## config.mk

```make
export PLATFORM = sky130hd
export DESIGN_NAME = branch_target_predictor
export DESIGN_NICKNAME = d
export VERILOG_FILES = /design/src/rtl/bp_pkg.sv /design/src/rtl/bp_stat_counter.sv /design/src/rtl/branch_target_predictor.sv
export SDC_FILE = /design/constraint.sdc
export NUM_CORES = 1
export LEC_CHECK = 0
export BUFFER_PORTS_ARGS = -buffer_cell sky130_fd_sc_hd__buf_4
export CORE_MARGIN = 3
export CORE_UTILIZATION = 40
export DETAILED_ROUTE_END_ITERATION = 16
export PLACE_DENSITY = 0.66
export RECOVER_POWER = 50
export SLEW_MARGIN = 20
export SYNTH_ARGS = -nofsm -noshare
export SYNTH_HDL_FRONTEND = slang
export SYNTH_HIERARCHICAL = 1
export SYNTH_SLANG_ARGS = --single-unit
```

## constraint.sdc

```tcl
create_clock -name CLK -period 6.5 [get_ports CLK]
set_input_delay 0.65 -clock CLK [delete_from_list [all_inputs] [get_ports CLK]]
set_output_delay 0.65 -clock CLK [all_outputs]
set_load 0.02 [all_outputs]
```

## src/rtl/bp_pkg.sv

```systemverilog
// Shared helpers for the branch target predictor: counter encodings and PC field extraction.
// Entry layout itself lives in the top because its widths follow the instance parameters.
package bp_pkg;

    function automatic logic [31:0] weak_taken(input int ctr_bits);
        return 32'(1) << (ctr_bits - 1);
    endfunction

    function automatic logic [31:0] weak_not_taken(input int ctr_bits);
        return weak_taken(ctr_bits) - 32'd1;
    endfunction

    function automatic logic [31:0] sat_inc(input logic [31:0] v, input int ctr_bits);
        logic [31:0] max_v;
        max_v = (32'(1) << ctr_bits) - 32'd1;
        return (v >= max_v) ? max_v : v + 32'd1;
    endfunction

    function automatic logic [31:0] sat_dec(input logic [31:0] v);
        return (v == 32'd0) ? 32'd0 : v - 32'd1;
    endfunction

    // 64-bit mask so TAG_BITS up to 32 does not overflow the shift
    function automatic logic [31:0] tag_of(input logic [31:0] pc, input int entry_bits,
                                           input int tag_bits);
        logic [63:0] mask;
        mask = (64'(1) << tag_bits) - 64'd1;
        return 32'((64'(pc) >> (entry_bits + 2)) & mask);
    endfunction

    function automatic logic [31:0] idx_of(input logic [31:0] pc, input int entry_bits);
        return (pc >> 2) & ((32'(1) << entry_bits) - 32'd1);
    endfunction

endpackage

```

## src/rtl/bp_stat_counter.sv

```systemverilog
// Saturating up-counter with synchronous clear, used for branch/mispredict statistics.
module bp_stat_counter #(
    parameter int STAT_BITS = 16
) (
    input  logic                 clk,
    input  logic                 clear,
    input  logic                 inc,
    output logic [STAT_BITS-1:0] count
);

    always_ff @(posedge clk) begin
        if (clear)
            count <= '0;
        else if (inc && count != '1)
            count <= count + STAT_BITS'(1);
    end

endmodule

```

## src/rtl/branch_target_predictor.sv

```systemverilog
// Direct-mapped tagged BTB with saturating direction counters; combinational fetch lookup,
// synchronous execute training. Define BTP_GSHARE_EN to XOR global history into the index.
module branch_target_predictor
    import bp_pkg::*;
#(
    parameter int ENTRY_BITS = 4,
    parameter int TAG_BITS   = 8,
    parameter int CTR_BITS   = 2,
    parameter int STAT_BITS  = 16
) (
    input  logic                  CLK,
    input  logic                  Reset,
    input  logic [31:0]           PC_F,
    output logic                  PrPCSrc_F,
    output logic [31:0]           PrALUResult_F,
    output logic [ENTRY_BITS-1:0] PrIndex_F,
    input  logic                  Update_E,
    input  logic [ENTRY_BITS-1:0] Index_E,
    input  logic [31:0]           PC_E,
    input  logic                  PCSrc_E,
    input  logic [31:0]           ALUResult_E,
    input  logic                  Mispredict_E,
    output logic [STAT_BITS-1:0]  BrCount,
    output logic [STAT_BITS-1:0]  MispCount
);

    localparam int ENTRIES = 1 << ENTRY_BITS;

    typedef struct packed {
        logic                valid;
        logic [TAG_BITS-1:0] tag;
        logic [31:0]         target;
        logic [CTR_BITS-1:0] ctr;
    } entry_t;

    logic [ENTRIES-1:0]  valid_q;
    logic [TAG_BITS-1:0] tag_q    [ENTRIES];
    logic [31:0]         target_q [ENTRIES];
    logic [CTR_BITS-1:0] ctr_q    [ENTRIES];

    logic [ENTRY_BITS-1:0] idx;
    entry_t                rd;
    entry_t                ue;
    logic                  hit;
    logic                  upd_hit;
    logic [TAG_BITS-1:0]   tag_f;
    logic [TAG_BITS-1:0]   tag_e;

`ifdef BTP_GSHARE_EN
    logic [ENTRY_BITS-1:0] ghr;

    always_ff @(posedge CLK) begin
        if (!Reset)
            ghr <= '0;
        else if (Update_E)
            ghr <= ENTRY_BITS'({ghr, PCSrc_E});
    end

    assign idx = ENTRY_BITS'(idx_of(PC_F, ENTRY_BITS)) ^ ghr;
`else
    assign idx = ENTRY_BITS'(idx_of(PC_F, ENTRY_BITS));
`endif

    assign tag_f = TAG_BITS'(tag_of(PC_F, ENTRY_BITS, TAG_BITS));
    assign tag_e = TAG_BITS'(tag_of(PC_E, ENTRY_BITS, TAG_BITS));

    always_comb begin
        rd = '{valid: valid_q[idx], tag: tag_q[idx], target: target_q[idx], ctr: ctr_q[idx]};
        ue = '{valid: valid_q[Index_E], tag: tag_q[Index_E], target: target_q[Index_E],
               ctr: ctr_q[Index_E]};
    end

    assign hit     = rd.valid && (rd.tag == tag_f);
    assign upd_hit = ue.valid && (ue.tag == tag_e);

    // Prediction is suppressed while reset is held so fetch falls through sequentially
    assign PrPCSrc_F     = Reset && hit && rd.ctr[CTR_BITS-1];
    assign PrALUResult_F = PrPCSrc_F ? rd.target : PC_F + 32'd4;
    assign PrIndex_F     = idx;

    // Tag and target arrays are left untouched by reset; valid gates their use
    always_ff @(posedge CLK) begin
        if (!Reset) begin
            valid_q <= '0;
            for (int i = 0; i < ENTRIES; i++)
                ctr_q[i] <= CTR_BITS'(weak_not_taken(CTR_BITS));
        end else if (Update_E) begin
            if (upd_hit) begin
                if (PCSrc_E) begin
                    ctr_q[Index_E]    <= CTR_BITS'(sat_inc(32'(ue.ctr), CTR_BITS));
                    target_q[Index_E] <= ALUResult_E;
                end else begin
                    ctr_q[Index_E]    <= CTR_BITS'(sat_dec(32'(ue.ctr)));
                end
            end else if (PCSrc_E) begin
                valid_q[Index_E]  <= 1'b1;
                tag_q[Index_E]    <= tag_e;
                target_q[Index_E] <= ALUResult_E;
                ctr_q[Index_E]    <= CTR_BITS'(weak_taken(CTR_BITS));
            end
        end
    end

    bp_stat_counter #(.STAT_BITS(STAT_BITS)) u_br_cnt (
        .clk   (CLK),
        .clear (!Reset),
        .inc   (Update_E),
        .count (BrCount)
    );

    bp_stat_counter #(.STAT_BITS(STAT_BITS)) u_misp_cnt (
        .clk   (CLK),
        .clear (!Reset),
        .inc   (Update_E && Mispredict_E),
        .count (MispCount)
    );

endmodule

```

# After elaboration in Yosys (flattened, before gate mapping)
# Memory sizes are Yosys's and may differ from the RTL's.
# Cells that the tools add are included.
[totals]
out_inout_bits = 69
regBits = 48
latch_bits = 0
in_bits = 105
mem_count = 3
ram_bits = 672
wordCells = 65
rom_bits = 0
[classes]
mul = 0
muxes = 30
reduce_logical = 11
eq_ne = 4
shifts = 0
bitwise_logic = 5
order_cmp = 4
n_addsub = 5
div = 0
[memory_table]
columns = ["memory", "depth", "width", "read_ports", "rd_ports_with_merged_regs", "wr", "line", "rtl"]
rows = [
  ["target_q", 16, 32, 1, 0, 1, "branch_target_predictor.sv:38", "logic [31:0] target_q [ENTRIES];"],
  ["tag_q", 16, 8, 2, 0, 1, "branch_target_predictor.sv:37", "logic [TAG_BITS-1:0] tag_q [ENTRIES];"],
  ["ctr_q", 16, 2, 2, 0, 16, "branch_target_predictor.sv:39", "logic [CTR_BITS-1:0] ctr_q [ENTRIES];"],
]
[op_table]
columns = ["op", "count"]
rows = [
  ["two-way mux 32 bit", 2],
  ["adder 16 x 1 -> 16 bit (second input constant)", 2],
  ["adder 32 x 3 -> 32 bit (second input constant)", 1],
  ["!= test 16 bit (second input constant)", 2],
  ["two-way mux 1 bit", 19],
  ["== test 8 bit", 2],
  ["bitwise OR 16 bit", 1],
  ["less-than comparator 4 x 5 -> 1 bit (second input constant)", 2],
  ["two-way mux 2 bit", 5],
  ["binary-select mux 1 bit (select 4 bit)", 2],
  ["logical AND 1 bit", 8],
  ["demux 1 bit (select 4 bit)", 1],
  ["greater-or-equal comparator 4 x 1 -> 1 bit (second input constant)", 1],
  ["two-way mux 4 bit", 1],
  ["bitwise OR 1 bit", 3],
  ["AND reduction 3 bit", 1],
  ["adder 2 x 1 -> 2 bit (second input constant)", 1],
  ["greater-or-equal comparator 2 bit (second input constant)", 1],
  ["zero test 2 bit", 1],
  ["OR reduction 2 bit", 1],
  ["subtractor 2 x 1 -> 2 bit (second input constant)", 1],
  ["inverter 1 bit", 1],
]

# Depth between registers and ports, before layout
# Gate-level depths: netlist (run 1).
[depth]
depth_word = 11
depth_mapped = 14
ltp_nobuf = 8

# Hierarchy
# The synthesis (run 1) kept the hierarchy.
[modules_own_cells]
columns = ["module", "area_each_um2", "seq_area_each_um2", "cells_per_inst", "n_inst"]
rows = [
  ["branch_target_predictor", 28889.0, 20499.7, 1482, 1],
  ["bp_stat_counter", 848.3, 320.3, 99, 2],
]

# Least setup slack after synthesis (run 1)
# Ideal clock, no wire load.
[synth_timing]
path_type = "input to output"
from = "input port PC_F[2]"
to = "output port PrALUResult_F[0]"
setup_slack_ns = 2.147
path_buffers = 2
t_arrival_ns = 3.703
t_required_ns = 5.850
cell_stages = 9
path_cell_list = "buf_4 -> buf_2 -> mux4_2 -> mux4_2 -> xnor2_1 -> nand4_1 -> nor4b_1 -> nand2_1 -> nand2_1"
[synth_via]
elab_chain_cells = 6
elab_cells_between_ends = 10
cone_classes = "1 x eq/ne; 3 x mux; 3 x reduce/logical; 3 x memory"
[synth_rtl]
columns = ["element", "line", "rtl"]
rows = [
  ["start, declared", "branch_target_predictor.sv:13", "input logic [31:0] PC_F,"],
  ["memory (16 x 8 bit) / binary-select mux 1 bit (select 4 bit) (equally long branches)", "-", ""],
  ["== test 8 bit / two-way mux 1 bit (equally long branches)", "branch_target_predictor.sv:73, branch_target_predictor.sv:68", ""],
  ["logical AND 1 bit", "branch_target_predictor.sv:73", "assign hit = rd.valid && (rd.tag == tag_f);"],
  ["logical AND 1 bit", "branch_target_predictor.sv:77", "assign PrPCSrc_F = Reset && hit && rd.ctr[CTR_BITS-1];"],
  ["logical AND 1 bit (*)", "branch_target_predictor.sv:77", ""],
  ["via PrPCSrc_F", "branch_target_predictor.sv:14", "output logic PrPCSrc_F,"],
  ["two-way mux 32 bit (*)", "branch_target_predictor.sv:78", "assign PrALUResult_F = PrPCSrc_F ? rd.target : PC_F + 32'd4;"],
  ["end, declared", "branch_target_predictor.sv:15", "output logic [31:0] PrALUResult_F,"],
]
# The timed path passes the listed nets; every way through them passes the cells marked *. The select of a mux whose other input is x is not followed.

# Worst setup path in the final report (run 1)
[layout_timing]
from = "input port Reset"
to = "memory target_q[14][8], enable pin"
[layout_via]
elab_chain_cells = 3
elab_cells_between_ends = 5
cone_classes = "4 x mux; 1 x bitwise"
[layout_rtl]
columns = ["element", "line", "rtl"]
rows = [
  ["start, declared", "branch_target_predictor.sv:12", "input logic Reset,"],
  ["two-way mux 1 bit", "branch_target_predictor.sv:83", "if (!Reset) begin"],
  ["two-way mux 1 bit, on equally long branches", "branch_target_predictor.sv:91, branch_target_predictor.sv:98", ""],
  ["bitwise OR 1 bit (no source line) (*)", "-", ""],
  ["end, declared", "branch_target_predictor.sv:38", ""],
]
# Mark *: on every way between the ends. The rest lies on a longest branch, timed or not.

==> results.ini, run 1 <==
[run_status]
outcome=complete, but fails checks
violations=max-capacitance violations, max-slew violations

[routing]
routed_wl_um=75400
avgRoutedWirePerCell_um=26.3
drc=0
drt_iter0_drc=1635
vias=16911
avgViaCountPerCell=5.89
drt_first_pass_iters=6
ant_nets=0

[worst_hold_path]
min_to=u_br_cnt/count[1]$_SDFFE_PP0P_
min_delay_path_depth=3
min_path_type=primary input to flip-flop
hp-start=Update_E

[finish]
area_delta_synth_final_pct=14.5
final_cells=2873
fin_nets=1951
drive_above_1_share=0.242

[critical_path]
worstPathMaxFanout=37
critical_path_class=primary input to flip-flop
r2r_start=tag_q[13][1]$_DFFE_PP_
cp.required_ns=6.74
crit_path_start_kind=primary input
rr_endpoint=tag_q[7][6]$_DFFE_PP_
worstPathArrival_ns=5.76
critPathCaptureType=flip-flop
r2r_slack_ns=2.88
startpoint=Reset
r2r_cells=9

[power]
ir_worst_vdd_mv=0.226
total_leakage_power_nw=11.0
power.density_mw_per_mm2=286

[timing]
fin_hold_ws_ns=0.421
grt_setup_unrepaired=no
period_share=0.849
slew_viol_final=58
setup_ws_ns=0.979
finClkSkew_ns=0.0184
clock.fmax_mhz=181
hold_viol=0
setup_viol=0
finalSetupTns_ns=0
layout_min_cycle_time_ns=5.52
slew_headroom=-0.253
tightest_slew_ns=1.88

[floorplan]
core_mm2=0.0751
io_pins=174
dieWidth_um=283
fp.dieArea_mm2=0.0798
start_util=0.407
rows=100
dieHeight_um=283

[logic_synthesis]
synth_cell_types=61
dominantRegCellSynth=edfxtp_1
synth_edf_count=672
yosysWarnings=6
synth_cells=1680
synthArstFlopShare=0
synth-seq-area-share=0.691
syn-num-nets=1788
syn_area_per_cell_um2=18.2
netlist_area_mm2=0.0306
ys_seq_elements=720

[global_routing]
antenna_found_initial=7
grt-ovfl-total=0
grt_pass1_vias=16918
track_usage=0.190
grt_max_degree=97
grt_first_pass_wirelength_um=111000

[placed_design]
hpwl_um=43500
dpl_worst_slack_ns=1.10
placed_cells=2733
numPortBuffers=149
place_congestion=0.815

[cts]
clk_pin_slew_ns=0.06
cts-root-buf=clkbuf_16
worstSkewPairLatency_ns=0.61
cts_buffers=75
cts_setup_buffers=0
hold_buffers=0
cts_sinks=720
htreeDepth=3
cts_resized=0
clockBufferDepth=3
cts_tree=done

[job]
drv_cap=2

final cells by class:
type | count | area (um2)
inverter | 10 | 37.5
clock inverter | 43 | 477
clock buffer | 93 | 2010
sequential | 720 | 21100
antenna | 2 | 5.00
timing repair buffer | 190 | 1200
multi-input combinational | 846 | 8940
fill | 6346 | 40000
tap | 969 | 1210
registers in the layout (all words and copies together) (netlist names):
register	cells
u_br_cnt/count	16
valid_q	16
u_misp_cnt/count	16
target_q	512
tag_q	128
ctr_q	32
routing by layer:
metal / vias to the layer above / GRT usage / routed length (um)
met1: 8870 / 0.269 / 31500
met3: 118 / 0.0477 / 6420
li1: 7203 / - / -
met5: - / 0 / 71
met4: 10 / 0.0449 / 1560
met2: 710 / 0.297 / 35900
power by group:
| part | switching, mW | internal, mW | leakage [nW] |
|---|---|---|---|
| Combinational | 0.342 | 0.242 | 3.38 |
| Clock | 1.76 | 2.56 | 1.20 |
| Sequential | 0.0132 | 5.10 | 6.43 |
cell usage after synthesis, drive strengths merged (6+ instances only):
cell	count	area share
a21oi	56	0.0093
a22oi	18	0.0044
and3	15	0.0031
and4	10	0.0029
buf	57	0.012
clkbuf	46	0.0059
dfxtp	48	0.031
edfxtp	672	0.66
inv	10	0.0012
mux2i	59	0.019
mux4	221	0.16
nand2	89	0.011
nand3	37	0.0061
nand4	16	0.0043
nor2	114	0.014
nor2b	14	0.0029
nor3	11	0.0018
nor4	6	0.0022
o21ai	46	0.0075
o31ai	13	0.0032
or3	6	0.0012
or4	15	0.0037
xnor2	23	0.0066
xor2	26	0.0074
critical path: stages:
cell and delay, ns:
clkbuf_1 1.32, nand3_1 1.69, nor2_1 1.44, buf_4 0.59
cells by family (layout without fill, tap and decap cells):
kind of cell / count (synthesis) / after routing / synth area share
flip-flops: 720 / 720 / 0.691
AND/OR/NAND/NOR: 347 / 347 / 0.0569
multiplexers: 282 / 282 / 0.184
AO/OA/AOI/OAI: 165 / 165 / 0.0333
buffers and inverters: 114 / 336 / 0.0197
XOR/XNOR: 49 / 49 / 0.0140
adder cells (fa/ha/maj): 3 / 3 / 0.00123
other: 0 / 2 / 0
how the worst max path moves through the flow:
stage / end / slack (ns)
floorplan: PrALUResult_F[0] / 2.15
global placement: PrALUResult_F[11] / 1.08
detailed placement: PrALUResult_F[11] / 1.10
CTS: PrALUResult_F[11] / 1.09
global route: target_q[12][7]$_DFFE_PP_ / 0.73
finish: target_q[14][8]$_DFFE_PP_ / 0.98
per-stage QoR:
stage | power, mW | util | instance area, um2
finish | 10.0 | 0.467 | 35000
global route | 10.3 | 0.467 | 35000
CTS | 10.1 | 0.470 | 35300
detailed placement | 5.81 | 0.437 | 32800
global placement | 5.79 | 0.437 | 32800
floorplan | 5.57 | - | 30600
placed cells by master, fill, tap and decap left out, types with 14 or more instances in the layout:
cell	instances
edfxtp_1	672
mux4_2	213
buf_4	113
nor2_1	101
nand2_1	87
clkbuf_1	87
clkbuf_16	77
mux2i_1	59
a21oi_1	55
dfxtp_1	48
o21ai_0	46
nand3_1	37
xor2_1	26
xnor2_1	23
a22oi_1	18
clkinv_1	17
and3_1	15
or4_1	15
nand4_1	14
nor2b_1	14
(Power assumes the default switching activity.)
==> run 2: changes to the inputs <==
--- a/config.mk
+++ b/config.mk
@@ -9,7 +9,7 @@
 export CORE_MARGIN = 3
 export CORE_UTILIZATION = 40
 export DETAILED_ROUTE_END_ITERATION = 16
-export PLACE_DENSITY = 0.66
+export PLACE_DENSITY = 0.68
 export RECOVER_POWER = 50
 export SLEW_MARGIN = 20
 export SYNTH_ARGS = -nofsm -noshare
==> constraint.sdc (replaced) <==
create_clock -name CLK -period 5 [get_ports CLK]
set_input_delay 0.5 -clock CLK [delete_from_list [all_inputs] [get_ports CLK]]
set_output_delay 0.5 -clock CLK [all_outputs]
set_load 0.02 [all_outputs]
==> results.ini, run 2 (synthesis results as in run 1) <==
[critical_path]
crit_slowest_cell=nand3_1
cp_common_cell=buf_4
worstPathMaxFanout=37
cp_slowest_stage_delay_ns=1.54
worstPathCellList=clkbuf_1, nand3_1, buf_4, nor2_4, buf_4
critical_path_class=primary input to flip-flop
rr_endpoint=tag_q[9][6]$_DFFE_PP_
crit_path_start_kind=primary input
r2r_slack_ns=1.84
r2r_cells=10
critPathCaptureType=flip-flop
r2r_start=tag_q[15][3]$_DFFE_PP_
worstPathArrival_ns=4.97
cp.required_ns=5.31

[floorplan]
dieWidth_um=283
rows=100
core_mm2=0.0751
io_pins=174
fp.dieArea_mm2=0.0798
start_util=0.407
dieHeight_um=283

[global_routing]
antenna_found_initial=7
grt_first_pass_wirelength_um=109000
grt_max_degree=105
track_usage=0.185
grt_pass1_vias=17056
grt-ovfl-total=0

[power]
ir_worst_vdd_mv=0.259
power.density_mw_per_mm2=370
total_leakage_power_nw=11.1
power_mw=13.0

[routing]
ant_nets=0
avgViaCountPerCell=5.83
drt_first_pass_iters=6
drt_iter0_drc=1701
drc=0
avgRoutedWirePerCell_um=25.6
routed_wl_um=73900
vias=16842

[timing]
setup_ws_ns=0.340
layout_min_cycle_time_ns=4.66
finClkSkew_ns=0.0185
finalSetupTns_ns=0
slew_viol_final=38
period_share=0.932
tightest_slew_ns=1.77
hold_viol=0
fin_hold_ws_ns=0.249
slew_headroom=-0.180
setup_viol=0
clock.fmax_mhz=215
grt_setup_unrepaired=no

[cts]
clockBufferDepth=3
hold_buffers=0
htreeDepth=3
cts_setup_buffers=0
cts_resized=0
clk_pin_slew_ns=0.06
cts_buffers=75
cts-root-buf=clkbuf_16
worstSkewPairLatency_ns=0.63
cts_sinks=720
cts_tree=done

[placed_design]
dpl_worst_slack_ns=0.446
hpwl_um=43600
place_congestion=0.868
placed_cells=2751
place_area_mm2=0.0330
numPortBuffers=149

[worst_hold_path]
min_to=u_br_cnt/count[1]$_SDFFE_PP0P_
min_delay_path_depth=3
hp-start=Update_E
min_path_type=primary input to flip-flop

[finish]
mostFrequentLayoutCell=edfxtp_1
largest_register_ffs=512
largestRegisters=target_q x512, tag_q x128, ctr_q x32
fin_nets=1967
drive_above_1_share=0.250
final_cells=2888
finalInstanceArea_mm2=0.0351
post-route-util=0.468
final_cell_mix=672 x edfxtp_1, 213 x mux4_2, 127 x buf_4
multiInputGateArea_mm2=0.00897
regMostFlops=target_q
area_delta_synth_final_pct=14.9
seqCellArea_mm2=0.0211
fillers=6249

[job]
drv_cap=2

[run_status]
violations=max-capacitance violations, max-slew violations
outcome=complete, but fails checks

[run 2: cell types whose count changed in the layout (fill, tap and decap cells not counted), moves of 2 or more]
cell | before | now
inv_16 | 0 | 3
clkinv_1 | 17 | 19
buf_12 | 0 | 2
buf_4 | 113 | 127
clkbuf_8 | 2 | 0
nor2_1 | 101 | 98
nor2_4 | 13 | 16
clkbuf_1 | 87 | 85
buf_16 | 2 | 0
clkinv_8 | 4 | 1
[run 2: worst max-delay path, delay by kind of cell]
kind / cells / cell delay (ns)
AND/OR/NAND/NOR: 2 / 2.23
buffers and inverters: 3 / 2.20
[run 2: worst max path at each step]
| stage | from | end | cells past startpoint |
|---|---|---|---|
| floorplan | PC_F[2] | PrALUResult_F[0] | 9 |
| global placement | PC_F[2] | PrALUResult_F[4] | 12 |
| detailed placement | PC_F[2] | PrALUResult_F[4] | 12 |
| CTS | PC_F[2] | PrALUResult_F[4] | 12 |
| global route | PC_F[2] | PrALUResult_F[4] | 12 |
| finish | Reset | target_q[3][26]$_DFFE_PP_ | 5 |
[run 2: metal layers]
layer	wire length, um	share of wire	track usage
met3	5890	0.080	0.0382
met4	1390	0.019	0.0444
met1	30400	0.41	0.257
met2	36100	0.49	0.302
met5	43	0.00058	0
[run 2: power breakdown]
group	switching, mW	internal, mW	total, mW
registers	0.0173	6.63	6.65
clock network	2.34	3.26	5.60
logic	0.438	0.315	0.753
total	2.80	10.2	13.0
[run 2: area by class of cell]
type	instances	share of cell area
clock buffers	88	0.0560
inverters	10	0.00107
flip-flops and latches	720	0.602
well taps	969	0.0345
clock inverters	46	0.0143
diodes	3	0.000214
repair buffers	206	0.0371
multi-input cells	846	0.255
